`src/rtl/inst_fetch_unit.sv`:
```
// Fetch-side responder for the pc block: fetches one instruction at a time over a
// req/ack memory handshake and queues {addr, inst} pairs for decode.
module inst_fetch_unit #(
    parameter int DEPTH  = 4,
    parameter int ADDR_W = 32,
    parameter int DATA_W = 32
) (
    input  logic              i_Clk,
    input  logic              i_reset_n,
    input  logic [ADDR_W-1:0] i_pc_addr,
    output logic              o_pc_hold,
    input  logic              i_jump_flag,
    input  logic              i_hold_flag,
    output logic              o_rom_req,
    output logic [ADDR_W-1:0] o_rom_addr,
    input  logic              i_rom_ack,
    input  logic [DATA_W-1:0] i_rom_data,
    output logic              o_inst_valid,
    output logic [DATA_W-1:0] o_inst,
    output logic [ADDR_W-1:0] o_inst_addr
);

    localparam int PTR_W = (DEPTH > 1) ? $clog2(DEPTH) : 1;
    localparam int CNT_W = PTR_W + 1;
    localparam logic [DATA_W-1:0] NOP      = DATA_W'(32'h0000_0013);
    localparam logic [CNT_W-1:0]  FULL_CNT = CNT_W'(DEPTH);

    typedef enum logic [1:0] {
        S_IDLE = 2'd0,
        S_WAIT = 2'd1,
        S_DROP = 2'd2
    } state_t;

    state_t            state;
    state_t            state_nxt;
    logic              accept;
    logic              push;
    logic              pop;
    logic              full;

    logic [ADDR_W-1:0] rom_addr;

    logic [ADDR_W-1:0] buf_addr [DEPTH];
    logic [DATA_W-1:0] buf_data [DEPTH];
    logic [PTR_W-1:0]  rd_ptr;
    logic [PTR_W-1:0]  wr_ptr;
    logic [CNT_W-1:0]  count;

    assign full = (count == FULL_CNT);

    always_ff @(posedge i_Clk or negedge i_reset_n) begin
        if (!i_reset_n) begin
            state <= S_IDLE;
        end else begin
            state <= state_nxt;
        end
    end

    // A jump coinciding with the ack retires the request but must not push stale data.
    always_comb begin
        state_nxt = state;
        accept    = 1'b0;
        push      = 1'b0;
        case (state)
            S_IDLE: begin
                if (!i_jump_flag && !full) begin
                    accept    = 1'b1;
                    state_nxt = S_WAIT;
                end
            end
            S_WAIT: begin
                if (i_rom_ack) begin
                    push      = !i_jump_flag;
                    state_nxt = S_IDLE;
                end else if (i_jump_flag) begin
                    state_nxt = S_DROP;
                end
            end
            S_DROP: begin
                if (i_rom_ack) begin
                    state_nxt = S_IDLE;
                end
            end
            default: state_nxt = S_IDLE;
        endcase
    end

    // The request stays up through DROP so the memory never sees a withdrawn read.
    assign o_rom_req  = (state != S_IDLE);
    assign o_pc_hold  = (state != S_IDLE) || full;
    assign o_rom_addr = rom_addr;

    always_ff @(posedge i_Clk or negedge i_reset_n) begin
        if (!i_reset_n) begin
            rom_addr <= '0;
        end else if (accept) begin
            rom_addr <= i_pc_addr;
        end
    end

    assign pop = (count != '0) && !i_hold_flag && !i_jump_flag;

    always_ff @(posedge i_Clk) begin
        if (push) begin
            buf_addr[wr_ptr] <= rom_addr;
            buf_data[wr_ptr] <= i_rom_data;
        end
    end

    // Pointers wrap naturally since DEPTH is a power of two.
    always_ff @(posedge i_Clk or negedge i_reset_n) begin
        if (!i_reset_n) begin
            rd_ptr <= '0;
            wr_ptr <= '0;
            count  <= '0;
        end else if (i_jump_flag) begin
            rd_ptr <= '0;
            wr_ptr <= '0;
            count  <= '0;
        end else begin
            if (push) begin
                wr_ptr <= wr_ptr + PTR_W'(1);
            end
            if (pop) begin
                rd_ptr <= rd_ptr + PTR_W'(1);
            end
            case ({push, pop})
                2'b10:   count <= count + CNT_W'(1);
                2'b01:   count <= count - CNT_W'(1);
                default: count <= count;
            endcase
        end
    end

    assign o_inst_valid = (count != '0);
    assign o_inst       = o_inst_valid ? buf_data[rd_ptr] : NOP;
    assign o_inst_addr  = o_inst_valid ? buf_addr[rd_ptr] : '0;

endmodule

```
`config.mk`:
```
export PLATFORM = sky130hd
export DESIGN_NAME = inst_fetch_unit
export DESIGN_NICKNAME = d
export VERILOG_FILES = /design/src/rtl/inst_fetch_unit.sv
export SDC_FILE = /design/constraint.sdc
export NUM_CORES = 1
export LEC_CHECK = 0
export ABC_AREA = 1
export BUFFER_PORTS_ARGS = -buffer_cell sky130_fd_sc_hd__buf_4
export CAP_MARGIN = 30
export CORE_MARGIN = 2
export CORE_UTILIZATION = 48
export DETAILED_ROUTE_END_ITERATION = 7
export PLACE_DENSITY = 0.81
export SLEW_MARGIN = 20
export SYNTH_ARGS = -nofsm -noshare
export SYNTH_HDL_FRONTEND = slang
export SYNTH_SLANG_ARGS = --single-unit
```
`constraint.sdc`:
```
create_clock -name i_Clk -period 4.5 [get_ports i_Clk]
set_clock_uncertainty 0.1 [all_clocks]
set_input_delay 1.125 -clock i_Clk [delete_from_list [all_inputs] [get_ports i_Clk]]
set_output_delay 1.125 -clock i_Clk [all_outputs]
set_load 0.01 [all_outputs]
```
* After elaboration in Yosys (flattened, before gate mapping) *
Memories as Yosys holds them, arrays and structs flattened.
Cells that the tools add are included.

storage, ports and cells
  input port bits = 69
  bits in writable memories = 256
  memories kept = 2
  register bits after elaboration = 41
  latch bits = 0
  bits in read-only memories = 0

cells by class
  mux-type cells = 19
  add/subtract/negate cells = 4
  divide/modulo/power cells = 0
  shift-type cells = 0
  order comparisons = 0
  eq/ne operators = 8
  reductions and logical operators = 14
  multiply operators = 0
  bitwise operators = 0

memory list
  name      depth  width  rd ports  clocked after memory_dff  write ports  line  text
  buf_addr  4      32     1         0                         1            43    logic [ADDR_W-1:0] buf_addr [DEPTH];
  buf_data  4      32     1         0                         1            44    logic [DATA_W-1:0] buf_data [DEPTH];

operator list
  operator                                                             number
  32-bit two-way mux                                                   2
  2-bit two-way mux                                                    8
  1-bit two-way mux                                                    6
  2-bit case mux with 3 select lines                                   1
  3-bit case mux with 2 select lines                                   1
  2-bit nonzero test                                                   3
  3-bit nonzero test                                                   2
  2-bit by 1-bit adder with 2-bit output (second input constant)       2
  2-bit by 1-bit == test with 1-bit output (second input constant)     2
  2-bit == test (second input constant)                                2
  2-bit != test (second input constant)                                2
  3-bit by 1-bit adder with 3-bit output (second input constant)       1
  3-bit == test (second input constant)                                1
  1-bit logical AND                                                    3
  1-bit logical NOT                                                    3
  3-bit two-way mux                                                    1
  3-bit != test (second input constant)                                1
  3-bit AND reduction                                                  1
  3-bit by 1-bit subtractor with 3-bit output (second input constant)  1
  2-bit logical NOT                                                    1
  1-bit logical OR                                                     1

* Logic depth before layout (Yosys ltp) *
  depth in word-level cells = 6
  mapped depth = 10

* Least setup slack after synthesis *
OpenSTA, ideal clock, no wires.

  kind = input to register
  start = in i_jump_flag
  end = mem buf_addr[0][0], enable pin
  data arrival time = 4.224 ns
  stages on the path = 5
  setup time = 0.486 ns
  required time = 3.914 ns
  setup slack = -0.311 ns
  cell sequence = inv_1 -> nand2_1 -> nor2_1 -> inv_1 -> nor2_1

on the way
  word-level cells in the longest chain between the ends = 5

RTL lines
  item                                     line  text
  start, declared                          12    input logic i_jump_flag,
  1-bit logical NOT                        73    push = !i_jump_flag;
  1-bit two-way mux                        72    if (i_rom_ack) begin
  1-bit two-way mux                        64    case (state)
  1-bit two-way mux                        104   if (push) begin
  1-bit two-way mux (implied by the code)  105   buf_addr[wr_ptr] <= rom_addr;
  end, declared                            43

Every way passes these cells.

* Final worst setup path *
  start = reg rd_ptr[0]
  end = out o_inst[0]

on the way
  word-level cells in the longest chain between the ends = 2

RTL lines
  item                    line  text
  start, declared         45    logic [PTR_W-1:0] rd_ptr;
  start signal, assigned  125   rd_ptr <= rd_ptr + PTR_W'(1);
  memory read 4 x 32 bit  n/a
  32-bit two-way mux      136   assign o_inst = o_inst_valid ? buf_data[rd_ptr] : NOP;
  end, declared           19    output logic [DATA_W-1:0] o_inst,

Every way passes these cells.

==> run metrics <==
status finished clean; area grow syn2layout 21.51%; CTS Sinks 297; Hold Vio Cnt, Final 0; CP startpoint kind flop; Mean Syn Cell Area 12.13 um2; Routability Congestion 0.7972; max cap viols 0; Initial Util 0.4840; gr usage total 0.1934; die area 0.02557 mm2; Root Driver clkbuf_16; Vias 7758; placed cell count 1417; post-DR wirelength/cell 17.05 um; commonest non-fill, non-tap cells in the layout 258 x nor2_1, 256 x edfxtp_1, 184 x buf_4; Tcrit/Tclk final 0.8251; Sequential Area 0.008718 mm2; Worst Path Arrival 2.49 ns; DR vias/cell 5.274; fmax 0.2693 GHz; CTS clock-pin slew for the worst setup and hold paths 0.06 ns; Placeable Area 0.02411 mm2; CTS tree done; first-pass GRT wire length 39480 um; Lkg Pwr 5.429 nW; total CTS buffers 29; Hold EP buf_addr[2][31]$_DFFE_PP_; chip width 159.9 um; RSZ-0062 raised after global routing no; htree depth 1; number of buffers added for setup after CTS 0; fin util 0.5881; Cells after Synth 962; synth unique cells 26; Seq/Total Area, Yosys 0.7469; Area after DPL 0.01326 mm2; fin area 0.01418 mm2; CP Capture Type primary output; total grt overflow 0; kind of critical path flop to primary output; Synth top area share 0.6589; post-CTS resize count 0; Cells on Worst Hold Path 0; slack of the worst reg-to-reg path 2.24 ns; final setup violation count 0; Setup TNS 0 ns; Slew Limit Headroom 0.5015; r2r startpoint state[1]$_DFFE_PN0P_; crit path max fanout 59; Tmin final 3.713 ns; worst reg-to-reg path cell count 6; drc violations 0; area taken by multi-input logic gates 0.002517 mm2; non-filler cells, final 1471; Synth Net Count 1036; post-detail-place hpwl 14880 um; reg-to-reg endpoint buf_addr[0][2]$_DFFE_PP_; Die Y 159.9 um; min-delay src o_rom_addr[31]$_DFFE_PN0P_; required time of the critical path 3.27 ns; yosys warns 0; Slew @ Worst Pin 0.7477 ns; Post-layout nets 1198; Core Rows 57; hold_buf cts 0; initial antenna violation count 0; most common cell after layout, fill and taps aside nor2_1; Detailed Routing Iterations Pass 1 5; final wirelength 25070 um; Iter 0 DRT Violations 616; top cells by area, synth edfxtp_1 66%, dfrtp_1 8.8%, nor2_1 8.4%; Slew Viols, Final 0; layout cells sized above 1 0.2119; Power, Total 8.538 mW; Antenna Nets Post-Route 0; pwr dens 602.3 mW/mm2; Worst-Skew Late Latency 0.53 ns; post-synthesis register bit count 297; fill count 1906; hold crit path type flop to flop; Synth area leader edfxtp_1; n_diodes 0; largest net degree at the start of global routing 68; CTS max path bufs 3; Ports 168; mapped cell area 0.01167 mm2; vias in the first global route 7557; port buffer count 167; Max VDD drop 0.3815 mV
final cells by class:
class | instances | share of cell area
Multi-Input combinational cell | 559 | 0.1776
Sequential cell | 297 | 0.6150
Clock buffer | 45 | 0.05896
Timing Repair Buffer | 186 | 0.1003
Inverter | 51 | 0.01359
Tap cell | 324 | 0.02860
Clock inverter | 9 | 0.006002
per-stage QoR:
step / setup slack (ns) / hold WS, ns
after global routing: 0.6789 / 0.4693
after global placement: 1.480 / 0.4262
after CTS: 0.8147 / 0.4508
final: 0.7871 / 0.4511
after detailed placement: 1.393 / 0.4343
after floorplan: -0.3105 / 0.4036
worst max-delay path by stage:
stage	startpoint	endpoint	slack, ns	cells after the start
finish	rd_ptr[0]$_DFFE_PN0P_	o_inst[0]	0.79	4
global route	rd_ptr[0]$_DFFE_PN0P_	o_inst[0]	0.68	4
CTS	rd_ptr[0]$_DFFE_PN0P_	o_inst[0]	0.81	4
detailed placement	rd_ptr[0]$_DFFE_PN0P_	o_inst[0]	1.39	4
global placement	count[0]$_DFFE_PN0P_	o_inst[14]	1.48	6
floorplan	i_jump_flag	buf_addr[0][0]$_DFFE_PP_	-0.31	5
logic make-up (layout without fill, tap and decap cells):
kind of cell,Yosys count,count (layout),share of synthesized area
AO/OA/AOI/OAI,229,229,0.09985
flip-flops,297,297,0.7469
XOR/XNOR,1,1,0.0007509
AND/OR/NAND/NOR,324,324,0.1062
adder cells (fa/ha/maj),5,5,0.006006
buffers and inverters,106,291,0.04033
sequential cells by signal, summed over array words and instances (netlist names):
register    cells
buf_data      128
wr_ptr          2
buf_addr      128
o_rom_addr     32
rd_ptr          2
count           3
state           2
worst max-delay path, cell delays in order, from the launching register on:
cell and delay [ns]:
dfrtp_4 0.45, buf_4 0.53, nor2_1 0.10, o311ai_0 0.58
buf_4 0.24
metal layers:
layer	part of all wire	global-route usage	up-vias
met4	0.023	0.06061	0
met3	0.064	0.02649	41
met1	0.42	0.2606	3788
li1	-	-	3645
met2	0.49	0.3296	284
met5	0	0	-
cells in the mapped netlist:
master and n:
nand2_1 52, ha_1 4, nand2_2 1, dfrtp_1 41
o31ai_1 2, buf_2 12, edfxtp_1 256, buf_6 1
nor2_2 2, clkbuf_2 1, nand4_1 1, o21bai_1 1
o21ai_0 152, clkbuf_1 21, a21oi_1 63, inv_2 3
nand3_1 5, nor2_1 262, o21ai_1 8, inv_1 48
o311ai_0 3, buf_1 7, nand3_2 1, fa_1 1
buf_4 13, xnor2_1 1
where the power goes:
part,total (mW),internal (mW),switching (mW)
Sequential,3.67,3.40,0.268
Combinational,2.56,1.05,1.51
Clock,2.31,1.34,0.969
No activity file was read; power rests on OpenSTA's default activity.
